### config.mk
export PLATFORM = sky130hd
export DESIGN_NAME = vga_frame_receiver
export DESIGN_NICKNAME = d
export VERILOG_FILES = /design/src/rtl/vga_frame_receiver.sv
export SDC_FILE = /design/constraint.sdc
export NUM_CORES = 1
export LEC_CHECK = 0
export BUFFER_PORTS_ARGS = -buffer_cell sky130_fd_sc_hd__buf_4
export CAP_MARGIN = 20
export CORE_MARGIN = 2
export CORE_UTILIZATION = 45
export CTS_CLUSTER_DIAMETER = 60
export CTS_CLUSTER_SIZE = 12
export DETAILED_ROUTE_END_ITERATION = 7
export PLACE_DENSITY = 0.73
export SLEW_MARGIN = 25
export SYNTH_ARGS = -nofsm -noshare
export SYNTH_HDL_FRONTEND = slang
export SYNTH_SLANG_ARGS = --single-unit
export TNS_END_PERCENT = 30
### constraint.sdc
create_clock -name clk -period 2 [get_ports clk]
set_input_delay 0.1 -clock clk [delete_from_list [all_inputs] [get_ports clk]]
set_output_delay 0.1 -clock clk [all_outputs]
set_load 0.01 [all_outputs]
### src/rtl/vga_frame_receiver.sv
// Receive end of the mono VGA link. It recovers pixel coordinates from hsync and vsync,
// qualifies the sync timing into a lock state, and reports lit pixels per frame.
module vga_frame_receiver #(
  parameter int H_TOTAL         = 800,
  parameter int V_TOTAL         = 525,
  parameter int H_ACT_START     = 144,
  parameter int V_ACT_START     = 35,
  parameter int H_ACTIVE        = 640,
  parameter int V_ACTIVE        = 480,
  parameter int SYNC_ACTIVE_LOW = 1,
  parameter int LOCK_FRAMES     = 2
) (
  input  logic        clk,
  input  logic        reset_n,
  input  logic        hsync_in,
  input  logic        vsync_in,
  input  logic        video_in,
  output logic        locked,
  output logic        pix_valid,
  output logic [9:0]  pix_x,
  output logic [9:0]  pix_y,
  output logic        pix_data,
  output logic        frame_done,
  output logic [18:0] lit_count,
  output logic        err_sticky
);

  localparam logic SYNC_IDLE = (SYNC_ACTIVE_LOW != 0);
  localparam int   TO_LIMIT  = 2 * H_TOTAL - 1;
  localparam int   TO_W      = $clog2(2 * H_TOTAL);
  localparam int   GF_W      = $clog2(LOCK_FRAMES + 1);

  typedef enum logic [1:0] {ST_UNLOCKED, ST_ACQUIRE, ST_LOCKED} state_t;

  state_t          state, state_d;
  logic [GF_W-1:0] good_frames, good_frames_d;
  logic            err_set;

  logic [1:0] hs_ff, vs_ff, vid_ff;
  logic       hs_prev, vs_prev, vid_d;
  logic       hs_act, vs_act, hs_edge, vs_edge;

  logic [9:0]      hcount, vcount;
  logic [TO_W-1:0] line_len;
  logic            v_pending, lines_ok;
  logic            frame_start, line_bad, timeout, frame_good, bad_evt;
  logic            in_win, lit_hit;
  logic [18:0]     lit_acc;

  // Synchronizers idle at the inactive sync level so that reset cannot fake an edge.
  always_ff @(posedge clk) begin
    if (!reset_n) begin
      hs_ff   <= {2{SYNC_IDLE}};
      vs_ff   <= {2{SYNC_IDLE}};
      vid_ff  <= '0;
      hs_prev <= 1'b0;
      vs_prev <= 1'b0;
      vid_d   <= 1'b0;
    end else begin
      hs_ff   <= {hs_ff[0], hsync_in};
      vs_ff   <= {vs_ff[0], vsync_in};
      vid_ff  <= {vid_ff[0], video_in};
      hs_prev <= hs_act;
      vs_prev <= vs_act;
      vid_d   <= vid_ff[1];
    end
  end

  assign hs_act  = hs_ff[1] ^ SYNC_IDLE;
  assign vs_act  = vs_ff[1] ^ SYNC_IDLE;
  assign hs_edge = hs_act & ~hs_prev;
  assign vs_edge = vs_act & ~vs_prev;

  assign frame_start = hs_edge & (v_pending | vs_edge);
  assign line_bad    = hs_edge && (int'(hcount) + 1 != H_TOTAL);
  assign timeout     = !hs_edge && (line_len == TO_W'(TO_LIMIT));
  assign frame_good  = (int'(vcount) + 1 == V_TOTAL) && lines_ok && !line_bad;
  assign bad_evt     = line_bad || timeout || (frame_start && !frame_good);

  // hcount saturates at 1023 and cannot reach 2*H_TOTAL-1, so the stall timeout
  // uses its own wider counter.
  always_ff @(posedge clk) begin
    if (!reset_n) begin
      hcount    <= '0;
      vcount    <= '0;
      line_len  <= '0;
      v_pending <= 1'b0;
      lines_ok  <= 1'b1;
    end else begin
      if (hs_edge) hcount <= '0;
      else if (hcount != '1) hcount <= hcount + 10'd1;
      if (hs_edge) line_len <= '0;
      else if (line_len != '1) line_len <= line_len + TO_W'(1);
      if (frame_start) vcount <= '0;
      else if (hs_edge && vcount != '1) vcount <= vcount + 10'd1;
      if (hs_edge) v_pending <= 1'b0;
      else if (vs_edge) v_pending <= 1'b1;
      if (frame_start) lines_ok <= 1'b1;
      else if (line_bad || timeout) lines_ok <= 1'b0;
    end
  end

  always_ff @(posedge clk) begin
    if (!reset_n) begin
      state       <= ST_UNLOCKED;
      good_frames <= '0;
    end else begin
      state       <= state_d;
      good_frames <= good_frames_d;
    end
  end

  // Line checks only start once acquisition begins, which excludes the partial first line.
  always_comb begin
    state_d       = state;
    good_frames_d = good_frames;
    err_set       = 1'b0;
    case (state)
      ST_UNLOCKED: begin
        if (frame_start) begin
          state_d       = ST_ACQUIRE;
          good_frames_d = '0;
        end
      end
      ST_ACQUIRE: begin
        if (bad_evt) begin
          state_d = ST_UNLOCKED;
        end else if (frame_start) begin
          good_frames_d = good_frames + GF_W'(1);
          if (good_frames_d == GF_W'(LOCK_FRAMES)) state_d = ST_LOCKED;
        end
      end
      ST_LOCKED: begin
        if (bad_evt) begin
          err_set = 1'b1;
          state_d = ST_UNLOCKED;
        end
      end
      default: state_d = ST_UNLOCKED;
    endcase
  end

  assign locked = (state == ST_LOCKED);

  // vid_d trails the sync path by one flop so the sampled pixel lines up with the
  // registered hcount.
  assign in_win = locked
               && (int'(hcount) >= H_ACT_START) && (int'(hcount) < H_ACT_START + H_ACTIVE)
               && (int'(vcount) >= V_ACT_START) && (int'(vcount) < V_ACT_START + V_ACTIVE);

  always_ff @(posedge clk) begin
    if (!reset_n) begin
      pix_valid <= 1'b0;
      pix_x     <= '0;
      pix_y     <= '0;
      pix_data  <= 1'b0;
    end else begin
      pix_valid <= in_win;
      pix_x     <= in_win ? hcount - 10'(H_ACT_START) : '0;
      pix_y     <= in_win ? vcount - 10'(V_ACT_START) : '0;
      pix_data  <= in_win & vid_d;
    end
  end

  assign lit_hit = pix_valid & pix_data;

  // A lit pixel that coincides with the boundary is counted in the new frame.
  always_ff @(posedge clk) begin
    if (!reset_n) begin
      lit_acc    <= '0;
      lit_count  <= '0;
      frame_done <= 1'b0;
      err_sticky <= 1'b0;
    end else begin
      frame_done <= frame_start;
      if (frame_start) begin
        lit_count <= lit_acc;
        lit_acc   <= lit_hit ? 19'd1 : 19'd0;
      end else if (lit_hit) begin
        lit_acc <= lit_acc + 19'd1;
      end
      if (err_set) err_sticky <= 1'b1;
    end
  end

endmodule
==> results.toml, run 1 <==
[run_status]
status = "complete, no violations"

[yosys]
muxShareOfSynthArea = 0.006556
synth-main-ff-cell = "dfxtp_1"
async_flop_share = 0
synthSimpleGateAreaFrac = 0.2513
synth_xor_area_frac = 0.08795
synth_edf_count = 0
yosysWarnings = 0
ys_seq_area_frac = 0.4720
synth_top_area_share = 0.4720
synth_cell_type_count = 54
synth_top_family_by_area = "simple AND/OR/NAND/NOR gates"
syn_area_per_cell_sq_um = 8.758
synth_top_area_cell = "dfxtp_1"
synth_fp_nets = 538
synthAdderAreaFrac = 0.02731
yosys-top-cells-area = "dfxtp_1, nand2_1, nor2_1, xor2_1, xnor2_1"
syn_area_sq_mm = 0.004581
synth-compound-area-share = 0.1172
synth_seq_cells = 108
syn_inst = 523

[sta]
relSlewSlack = 0.6515
tightest_slew_ns = 0.5095
drv_slew = 0
hold_slack_ns = 0.1091
finalWorstSetupSlack_ns = 0.09557
finalHoldViolCount = 0
fin_crit_ns = 1.904
fmax_ghz = 0.5251
period_share = 0.9522
final.setup_skew_ns = 0.01440
setup_viol_count_final = 0

[global_route]
grt_pass1_vias = 3393
grt_pass1_wl_um = 15080
overflow = 0
track_usage = 0.1635
antenna_found_initial = 0
grt_max_degree = 44

[cts]
root_buffer = "clkbuf_8"
clk_latency_ns = 0.36
numCtsBuffers = 9
cts_tree = "built"
clockBufferDepth = 2
path_clk_slew_ns = 0.10
htree_levels = 3
clock-sinks = 108

[worst_setup_path]
worstPathRequired_ns = 2.29
critical_path_class = "reg2reg"
r2r_slack_ns = 0.1
endpoint = "good_frames[0]$_SDFFE_PN0P_"
rr_worst_depth = 7
worstPathArrival_ns = 2.20
r2r_start = "vcount[0]$_SDFFE_PP0P_"
startpoint_type = "flip-flop"
crit_path_end_kind = "flip-flop"
crit_path_max_fanout = 8
cp-startpoint = "vcount[0]$_SDFFE_PP0P_"
reg2reg_to = "good_frames[0]$_SDFFE_PN0P_"

[floorplanning]
die_x_um = 104.9
num_rows = 36
die_area_sq_mm = 0.01100
start_util = 0.4665
die_y_um = 104.9
io_pins = 49
coreArea_sq_mm = 0.009819

[final_layout]
drive_gt1_frac = 0.2075
final_cell_count_no_fill = 721
design_area_sq_mm = 0.005461
final_cell_mix = "dfxtp_1, buf_4, nand2_1"
final_common_cell = "dfxtp_1"
syn2layout_area_growth_pct = 19.23
antenna-diode-count = 0
fin_nets = 600
num-fill-cells = 894

[route]
antenna_left = 0
drt_iter0_markers = 115
drc_errors = 0
routed_wirelength_um = 8766
via_per_inst = 5.079
vias = 3662
routedWlPerCell_um = 12.16
dr.pass1.iters = 4

[worst_hold_path]
min_path_cells = 2
hp-class = "in2reg"

[power_and_ir_drop]
p_switching_uw = 790.1
p_clk_frac = 0.332
power_density_mw_per_mm2 = 632.8
p_total_uw = 3456
switching_share = 0.2286
combPwrFrac = 0.035
vdd_drop_max_v = 0.0003568
leakage_uw = 0.002147
seqPwrFrac = 0.633
intPower_uw = 2666

[place]
dpl_worst_slack_ns = 0.02137
port_buffers = 48
place_area_sq_mm = 0.005213
dp.cells = 704
place_congestion = 0.9133
dp.final_hpwl_um = 6359

[job]
drv_cap = 0
## repair_timing
action | in CTS | in global routing
hold endpoints to repair | 3 | 0
buffers inserted | 0 | 0
setup endpoints to repair | 0 | 28
hold buffers | 3 | 0
gates resized for setup | 0 | 19
## final cells by class
class | count | area [sq um] | share of cell area
Timing Repair Buffer | 84 | 638.1 | 0.1168
Inverter | 8 | 30.03 | 0.005498
Sequential cell | 108 | 2173 | 0.3979
Clock buffer | 9 | 123.9 | 0.02268
Clock inverter | 5 | 38.79 | 0.007102
Tap cell | 133 | 166.4 | 0.03047
Multi-Input combinational cell | 374 | 2291 | 0.4195
## Yosys cell counts, types with 8 or more instances
master	instances
dfxtp_1	108
nand2_1	72
nor2_1	63
xor2_1	25
clkbuf_1	23
xnor2_1	21
a21boi_0	20
a21oi_1	20
nand3_1	20
nand4_1	11
nor3_1	11
and2_1	10
ha_1	10
nor2b_1	9
and3_1	8
## stage by stage
step	setup TNS (ns)	util
3_3_place_gp	0	0.5308
6_report	0	0.5562
4_1_cts	0	0.5505
3_5_place_dp	0	0.5308
2_1_floorplan	0	-
5_1_grt	-0.007751	0.5562
## sequential cells by signal, summed over array words and instances (netlist names)
| name | cells |
|---|---|
| v_pending | 1 |
| frame_done | 1 |
| lit_acc | 19 |
| pix_data | 1 |
| hcount | 10 |
| vid_ff | 2 |
| vcount | 10 |
| good_frames | 2 |
| vs_ff | 2 |
| hs_prev | 1 |
| vs_prev | 1 |
| line_len | 11 |
| vid_d | 1 |
| pix_valid | 1 |
| pix_y | 10 |
| pix_x | 10 |
| err_sticky | 1 |
| lit_count | 19 |
| lines_ok | 1 |
| hs_ff | 2 |
| state | 2 |
## worst min-delay path by stage
stage / from / to / slack [ns]
after global placement: vsync_in / vs_ff[0]$_SDFF_PN1_ / 0.29
final: reset_n / vs_ff[1]$_SDFF_PN1_ / 0.11
after CTS: reset_n / vs_ff[1]$_SDFF_PN1_ / 0.10
after global routing: reset_n / vs_ff[1]$_SDFF_PN1_ / 0.12
after detailed placement: vsync_in / vs_ff[0]$_SDFF_PN1_ / 0.30
after floorplan: hsync_in / hs_ff[0]$_SDFF_PN1_ / 0.20
## routing by layer
layer	global-route usage	part of all wire	up-vias	wire length [um]
met5	0	0	-	0
met2	0.2825	0.49	65	4269
met1	0.2006	0.46	1694	4048
met4	0.06000	0.013	0	115
li1	-	-	1889	-
met3	0.03306	0.038	14	333
## logic make-up after synthesis
kind of cell               Yosys count
AOI/OAI and AO/OA                   78
xor gates and xnor gates            46
adders and majority gates           10
buffers and inverters               41
DFF                                108
muxes                                3
and+or+nand+nor                    237
## power by group through the flow
stage | Combinational, uW | Sequential [uW] | Clock [uW]
after CTS | 121 | 2190 | 1190
after detailed placement | 116 | 2240 | 0
after global routing | 136 | 2190 | 1270
final | 121 | 2190 | 1150
after global placement | 115 | 2230 | 0
after floorplan | 81.2 | 2230 | 0
## worst max-delay path, stage by stage (launching register included)
cell	delay, ns
dfxtp_2	0.35
buf_4	0.16
and3_1	0.19
a211oi_1	0.26
a21oi_1	0.11
or3_4	0.36
o32a_1	0.34
o21ai_1	0.07
(Power assumes the default switching activity.)
==> inputs of run 2 (changes only) <==
--- a/config.mk
+++ b/config.mk
@@ -12,6 +12,7 @@
 export CTS_CLUSTER_DIAMETER = 60
 export CTS_CLUSTER_SIZE = 12
 export DETAILED_ROUTE_END_ITERATION = 7
+export MAX_ROUTING_LAYER = met4
 export PLACE_DENSITY = 0.73
 export SLEW_MARGIN = 25
 export SYNTH_ARGS = -nofsm -noshare
==> run 2 against run 1 <==
  * Final area rose by 1.2%
  * Critical path depth up 1
  * Combinational power grew 6%
  * Clock-buffer cell count unchanged
  * Critical path type unchanged
  * Largest cell class unchanged
==> results.toml, run 2 (synthesis gave the netlist of run 1 again) <==
[sta]
final.setup_skew_ns = 0.01409
tightest_slew_ns = 0.4834
finalHoldViolCount = 0
fin_crit_ns = 1.899
rsz0062_at_grt = "true"
drv_slew = 0
relSlewSlack = 0.6694
finalSetupTns_ns = 0
setup_viol_count_final = 0
period_share = 0.9495
hold_slack_ns = 0.04190
fmax_ghz = 0.5266

[power_and_ir_drop]
leakage_uw = 0.002188
vdd_drop_max_v = 0.0004520
power_density_mw_per_mm2 = 672.2

[global_route]
grt_max_degree = 31
met1_usage = 0.2097
grt_pass1_vias = 3550
track_usage = 0.1734
grt_use_met3 = 0.02495
antenna_found_initial = 0
gr-usage-met2 = 0.3001
overflow = 0
busiest_layer = "met2"
grt_pass1_wl_um = 15740

[final_layout]
syn2layout_area_growth_pct = 20.68
largest_registers = "lit_acc x19, lit_count x19, line_len x11"
antenna-diode-count = 0
drive_gt1_frac = 0.2078
final_cell_mix = "dfxtp_1, buf_4, nand2_1"
fin_nets = 602
final_common_cell = "dfxtp_1"
num-fill-cells = 904

[route]
via_per_inst = 5.124
routedWlPerCell_um = 12.51
drt_iter0_markers = 113
drc_errors = 0
routed_wirelength_um = 9069
vias = 3715
dr.pass1.iters = 4
antenna_left = 0

[run_status]
status = "complete, no violations"

[worst_setup_path]
max_stage_delay_ns = 0.39
critical_path_class = "reg2reg"
worstPathArrival_ns = 2.20
crit_path_end_kind = "flip-flop"
worstPathRequired_ns = 2.30
crit_chain = "buf_4 -> inv_1 -> ha_1 -> nand3_1 -> a211o_1 -> or3_4 -> o32a_1 -> o21ai_1"
r2r_start = "vcount[0]$_SDFFE_PP0P_"
crit_path_max_fanout = 8
startpoint_type = "flip-flop"
cp-startpoint = "vcount[0]$_SDFFE_PP0P_"
critPathSlowestCell = "or3_4"

[cts]
cts_tree = "built"
path_clk_slew_ns = 0.11
clock-sinks = 108
clk_latency_ns = 0.37
numCtsBuffers = 9
clockBufferDepth = 2
htree_levels = 3
root_buffer = "clkbuf_8"

[floorplanning]
die_y_um = 104.9
io_pins = 49
die_x_um = 104.9
num_rows = 36
coreArea_sq_mm = 0.009819
die_area_sq_mm = 0.01100
start_util = 0.4665

[place]
port_buffers = 48
place_congestion = 0.8762
dp.final_hpwl_um = 6457

[worst_hold_path]
holdCritStartpoint = "reset_n"
hp-class = "in2reg"

[job]
drv_cap = 0
run 2: changes by cell type in the layout (fill, tap and decap cells not counted), sizes merged:
cell	delta
buf	+2
clkinvlp	-3
inv	+4
bufinv	+1
run 2: metal layers:
layer  vias up  wire length [um]
met5         -                 0
met4         0               133
met3        12               214
met2        44              4534
met1      1761              4186
li1       1898                 -
run 2: power by group:
group | internal, uW | leakage [uW] | switching [uW] | total, uW
sequential | 2170 | 0.000876 | 17.0 | 2190
combinational | 56.6 | 0.00121 | 71.8 | 128
clock | 611 | 0.000105 | 791 | 1400
run 2: worst paths after layout:
kind | end | slack, ns | cells past startpoint
worst min register to register | hs_prev$_SDFF_PN0_ | 0.41 | 1
worst max-delay path | good_frames[0]$_SDFFE_PN0P_ | 0.10 | 8
worst max register to register | good_frames[0]$_SDFFE_PN0P_ | 0.10 | 8
worst min-delay path | err_sticky$_SDFFE_PN0P_ | 0.04 | 2
run 2: cell type report:
type | count | area, sq um | area share
multi-input cells | 374 | 2292 | 0.4147
flip-flops and latches | 108 | 2176 | 0.3936
repair buffers | 86 | 653.1 | 0.1182
well taps | 133 | 166.4 | 0.03010
clock buffers | 9 | 123.9 | 0.02241
clock inverters | 7 | 86.33 | 0.01562
inverters | 8 | 30.03 | 0.005432
run 2: timing repair:
| action | in CTS | in global routing |
|---|---|---|
| setup endpoints to repair | 1 | 28 |
| pin swaps | 0 | 7 |
| setup buffers | 0 | 2 |
| resized for setup | 1 | 18 |
| hold endpoints to repair | 3 | 0 |
| hold buffers | 3 | 0 |
run 2: critical path, delay by kind of cell, from the launching register on:
kind	cells	cell delay, ns
fa+ha+maj	1	0.15
buf+inv	2	0.22
simple gates	2	0.46
flops	1	0.33
compound gates	3	0.66
run 2: through the flow:
stage / cell area, sq um / setup WS, ns / power [uW] / utilization / instances
after floorplan: 4582 / 0.01353 / 2313 / - / 523
after global placement: 5213 / 0.06585 / 2353 / 0.5308 / 704
after detailed placement: 5213 / 0.02584 / 2357 / 0.5308 / 704
after CTS: 5454 / 0.0004825 / 3771 / 0.5554 / 723
after global routing: 5528 / -0.009619 / 3871 / 0.5629 / 725
final: 5528 / 0.1009 / 3716 / 0.5629 / 725
==> inputs of run 3 (changes only) <==
--- a/config.mk
+++ b/config.mk
@@ -5,6 +5,7 @@
 export SDC_FILE = /design/constraint.sdc
 export NUM_CORES = 1
 export LEC_CHECK = 0
+export ABC_AREA = 1
 export BUFFER_PORTS_ARGS = -buffer_cell sky130_fd_sc_hd__buf_4
 export CAP_MARGIN = 20
 export CORE_MARGIN = 2
==> run 3 against run 2 <==
  * Clock power down 10%
  * Routed wire length up 15%
  * Sequential power up 3%
  * Clock-buffer cell count up 2
  * Final cell count up 16%
  * Hold slack better by 0.37 ns
  * Clock skew up 0.0024 ns
  * Global-route usage up 2.5 points
  * Maximum frequency down 3.8%
  * Synthesized cell count up 19%
  * Largest power group unchanged
==> results.toml, run 3 <==
[yosys]
synth-main-ff-cell = "dfxtp_1"
syn_area_sq_mm = 0.004637
synth_xor_area_frac = 0.01700
synth_seq_cells = 108
synthAdderAreaFrac = 0.02698
synth_top_area_share = 0.4663
yosysMostFrequentCell = "nand2_1"
synth_edf_count = 0
syn_inst = 622
async_flop_share = 0
synth_top_family_by_area = "simple AND/OR/NAND/NOR gates"
yosys-top-cells-area = "dfxtp_1, nand2_1, inv_1, nor2_1, o21ai_0"
synth-compound-area-share = 0.1282
ys_seq_area_frac = 0.4663
synth_cell_type_count = 36
yosysWarnings = 0
syn_area_per_cell_sq_um = 7.455
ys_top_cells_by_count = "nand2_1, dfxtp_1, inv_1"
synth_fp_nets = 637
synth_top_area_cell = "dfxtp_1"
synthSimpleGateAreaFrac = 0.2744
muxShareOfSynthArea = 0

[power_and_ir_drop]
combPwrFrac = 0.099
vdd_drop_max_v = 0.0003528
leakage_uw = 0.002451
p_switching_uw = 1051
power_density_mw_per_mm2 = 676.7
switching_share = 0.2696
p_total_uw = 3900
intPower_uw = 2849
seqPwrFrac = 0.579
p_clk_frac = 0.322

[final_layout]
final_common_cell = "nand2_1"
final_cell_count_no_fill = 839
seqCellArea_sq_mm = 0.002186
fin_nets = 713
multi_input_area_sq_mm = 0.002252
syn2layout_area_growth_pct = 24.29
num-fill-cells = 984
fin_util = 0.5658
antenna-diode-count = 0
drive_gt1_frac = 0.2376
final_cell_mix = "nand2_1, dfxtp_1, inv_1"
largest_registers = "lit_acc x19, lit_count x19, line_len x11"

[route]
routed_wirelength_um = 10420
drt_iter0_markers = 184
antenna_left = 0
via_per_inst = 4.896
vias = 4108
dr.pass1.iters = 4
routedWlPerCell_um = 12.42
drc_errors = 0

[sta]
rsz0062_at_grt = "true"
setup_viol_count_final = 0
finalHoldViolCount = 0
fin_crit_ns = 1.975
hold_slack_ns = 0.4135
period_share = 0.9873
fmax_ghz = 0.5064
final.setup_skew_ns = 0.01645
relSlewSlack = 0.6807
drv_slew = 0
tightest_slew_ns = 0.4785
finalWorstSetupSlack_ns = 0.02542

[worst_hold_path]
holdCritStartpoint = "vs_ff[0]$_SDFF_PN1_"
hp-class = "reg2reg"
min_to = "vs_ff[1]$_SDFF_PN1_"
min_path_cells = 1

[place]
dpl_worst_slack_ns = -0.06968
dp.final_hpwl_um = 7400
port_buffers = 48
place_congestion = 0.8955
dp.cells = 816

[global_route]
grt_pass1_wl_um = 17570
track_usage = 0.1984
grt_max_degree = 38
grt_pass1_vias = 3885
overflow = 0
antenna_found_initial = 0

[floorplanning]
die_y_um = 105.5
die_area_sq_mm = 0.01113
start_util = 0.4553
die_x_um = 105.5
coreArea_sq_mm = 0.01018
io_pins = 49
num_rows = 37

[worst_setup_path]
r2r_slack_ns = 0.03
r2r_start = "hcount[1]$_SDFFE_PP0P_"
worst_path_dominant_cell_family = "simple AND/OR/NAND/NOR gates"
crit_path_end_kind = "flip-flop"
worstPathArrival_ns = 2.26
startpoint_type = "flip-flop"
worstPathRequired_ns = 2.29
reg2reg_to = "state[1]$_SDFFE_PN0P_"
max_stage_delay_ns = 0.38
rr_worst_depth = 14
crit_path_max_fanout = 5
critPathSlowestCell = "dfxtp_4"
crit_chain = "ha_4 -> nand3_4 -> inv_4 -> buf_4 -> nand3b_4 -> nand3_2 -> nor2_2 -> nand2_2 -> a21oi_4 -> nand4_1 -> inv_1 -> nor2_2 -> nor2_1 -> nor2_1"
path_buf_inv = 3
critical_path_class = "reg2reg"

[cts]
numCtsBuffers = 9
clock-sinks = 108
clk_latency_ns = 0.39
clockBufferDepth = 2
root_buffer = "clkbuf_8"
cts_tree = "built"
htree_levels = 3
path_clk_slew_ns = 0.10

[job]
drv_cap = 0

[run_status]
status = "complete, no violations"
-- run 3: power groups by stage --
stage                     logic (uW)  registers (uW)  clock network [uW]
after floorplan                  242            2290                   0
after global placement           333            2300                   0
after detailed placement         356            2300                   0
after CTS                        370            2250                1280
after global routing             434            2260                1390
final                            387            2260                1260
-- run 3: cell type report --
cell class	count	area share
clock buffers	11	0.02453
clock inverters	5	0.007382
inverters	87	0.05710
multi-input cells	412	0.3908
flip-flops and latches	108	0.3793
well taps	136	0.02953
repair buffers	80	0.1114
-- run 3: per-stage QoR --
| stage | setup TNS (ns) | cell area, sq um |
|---|---|---|
| global route | -0.5326 | 5763 |
| floorplan | 0 | 4637 |
| detailed placement | -0.1322 | 5306 |
| CTS | -0.01114 | 5560 |
| finish | 0 | 5763 |
| global placement | 0 | 5306 |
-- run 3: kinds of logic after synthesis --
kind of cell,count (synthesis)
compound gates,111
flops,108
buf+inv,102
simple gates,282
xor+xnor,9
fa+ha+maj,10
-- run 3: worst reg2reg max path: stages, from the launching register on --
cell and delay [ns]:
dfxtp_4 0.38, ha_4 0.17, nand3_4 0.10, inv_4 0.05
buf_4 0.13, nand3b_4 0.07, nand3_2 0.10, nor2_2 0.10
nand2_2 0.09, a21oi_4 0.22, nand4_1 0.17, inv_1 0.11
nor2_2 0.04, nor2_1 0.09, nor2_1 0.05
-- run 3: timing repair --
item	in CTS	in global routing
endpoints found under the hold margin	5	0
setup buffers	0	2
endpoints found under the setup margin	4	20
gates resized for setup	5	59
cloned	0	0
hold buffers	5	0
pin swaps	0	10
-- run 3: worst max-delay path by stage --
| stage | to | start | depth (start not counted) | slack (ns) |
|---|---|---|---|---|
| 6_report | state[1]$_SDFFE_PN0P_ | hcount[1]$_SDFFE_PP0P_ | 14 | 0.03 |
| 5_1_grt | state[1]$_SDFFE_PN0P_ | hcount[1]$_SDFFE_PP0P_ | 15 | -0.13 |
| 4_1_cts | state[1]$_SDFFE_PN0P_ | hcount[5]$_SDFFE_PP0P_ | 14 | -0.01 |
| 3_5_place_dp | state[1]$_SDFFE_PN0P_ | hcount[5]$_SDFFE_PP0P_ | 14 | -0.07 |
| 3_3_place_gp | state[0]$_SDFFE_PN0P_ | hcount[5]$_SDFFE_PP0P_ | 14 | 0.11 |
| 2_1_floorplan | state[0]$_SDFFE_PN0P_ | hcount[4]$_SDFFE_PP0P_ | 14 | 0.15 |
-- run 3: layer usage --
layer | share of wire | wire length [um] | track usage | vias to the layer above
met4 | 0.019 | 196 | 0.07425 | 0
met3 | 0.037 | 389 | 0.03340 | 16
li1 | - | - | - | 2149
met5 | 0 | 0 | - | -
met1 | 0.46 | 4838 | 0.2510 | 1876
met2 | 0.48 | 4998 | 0.3198 | 67
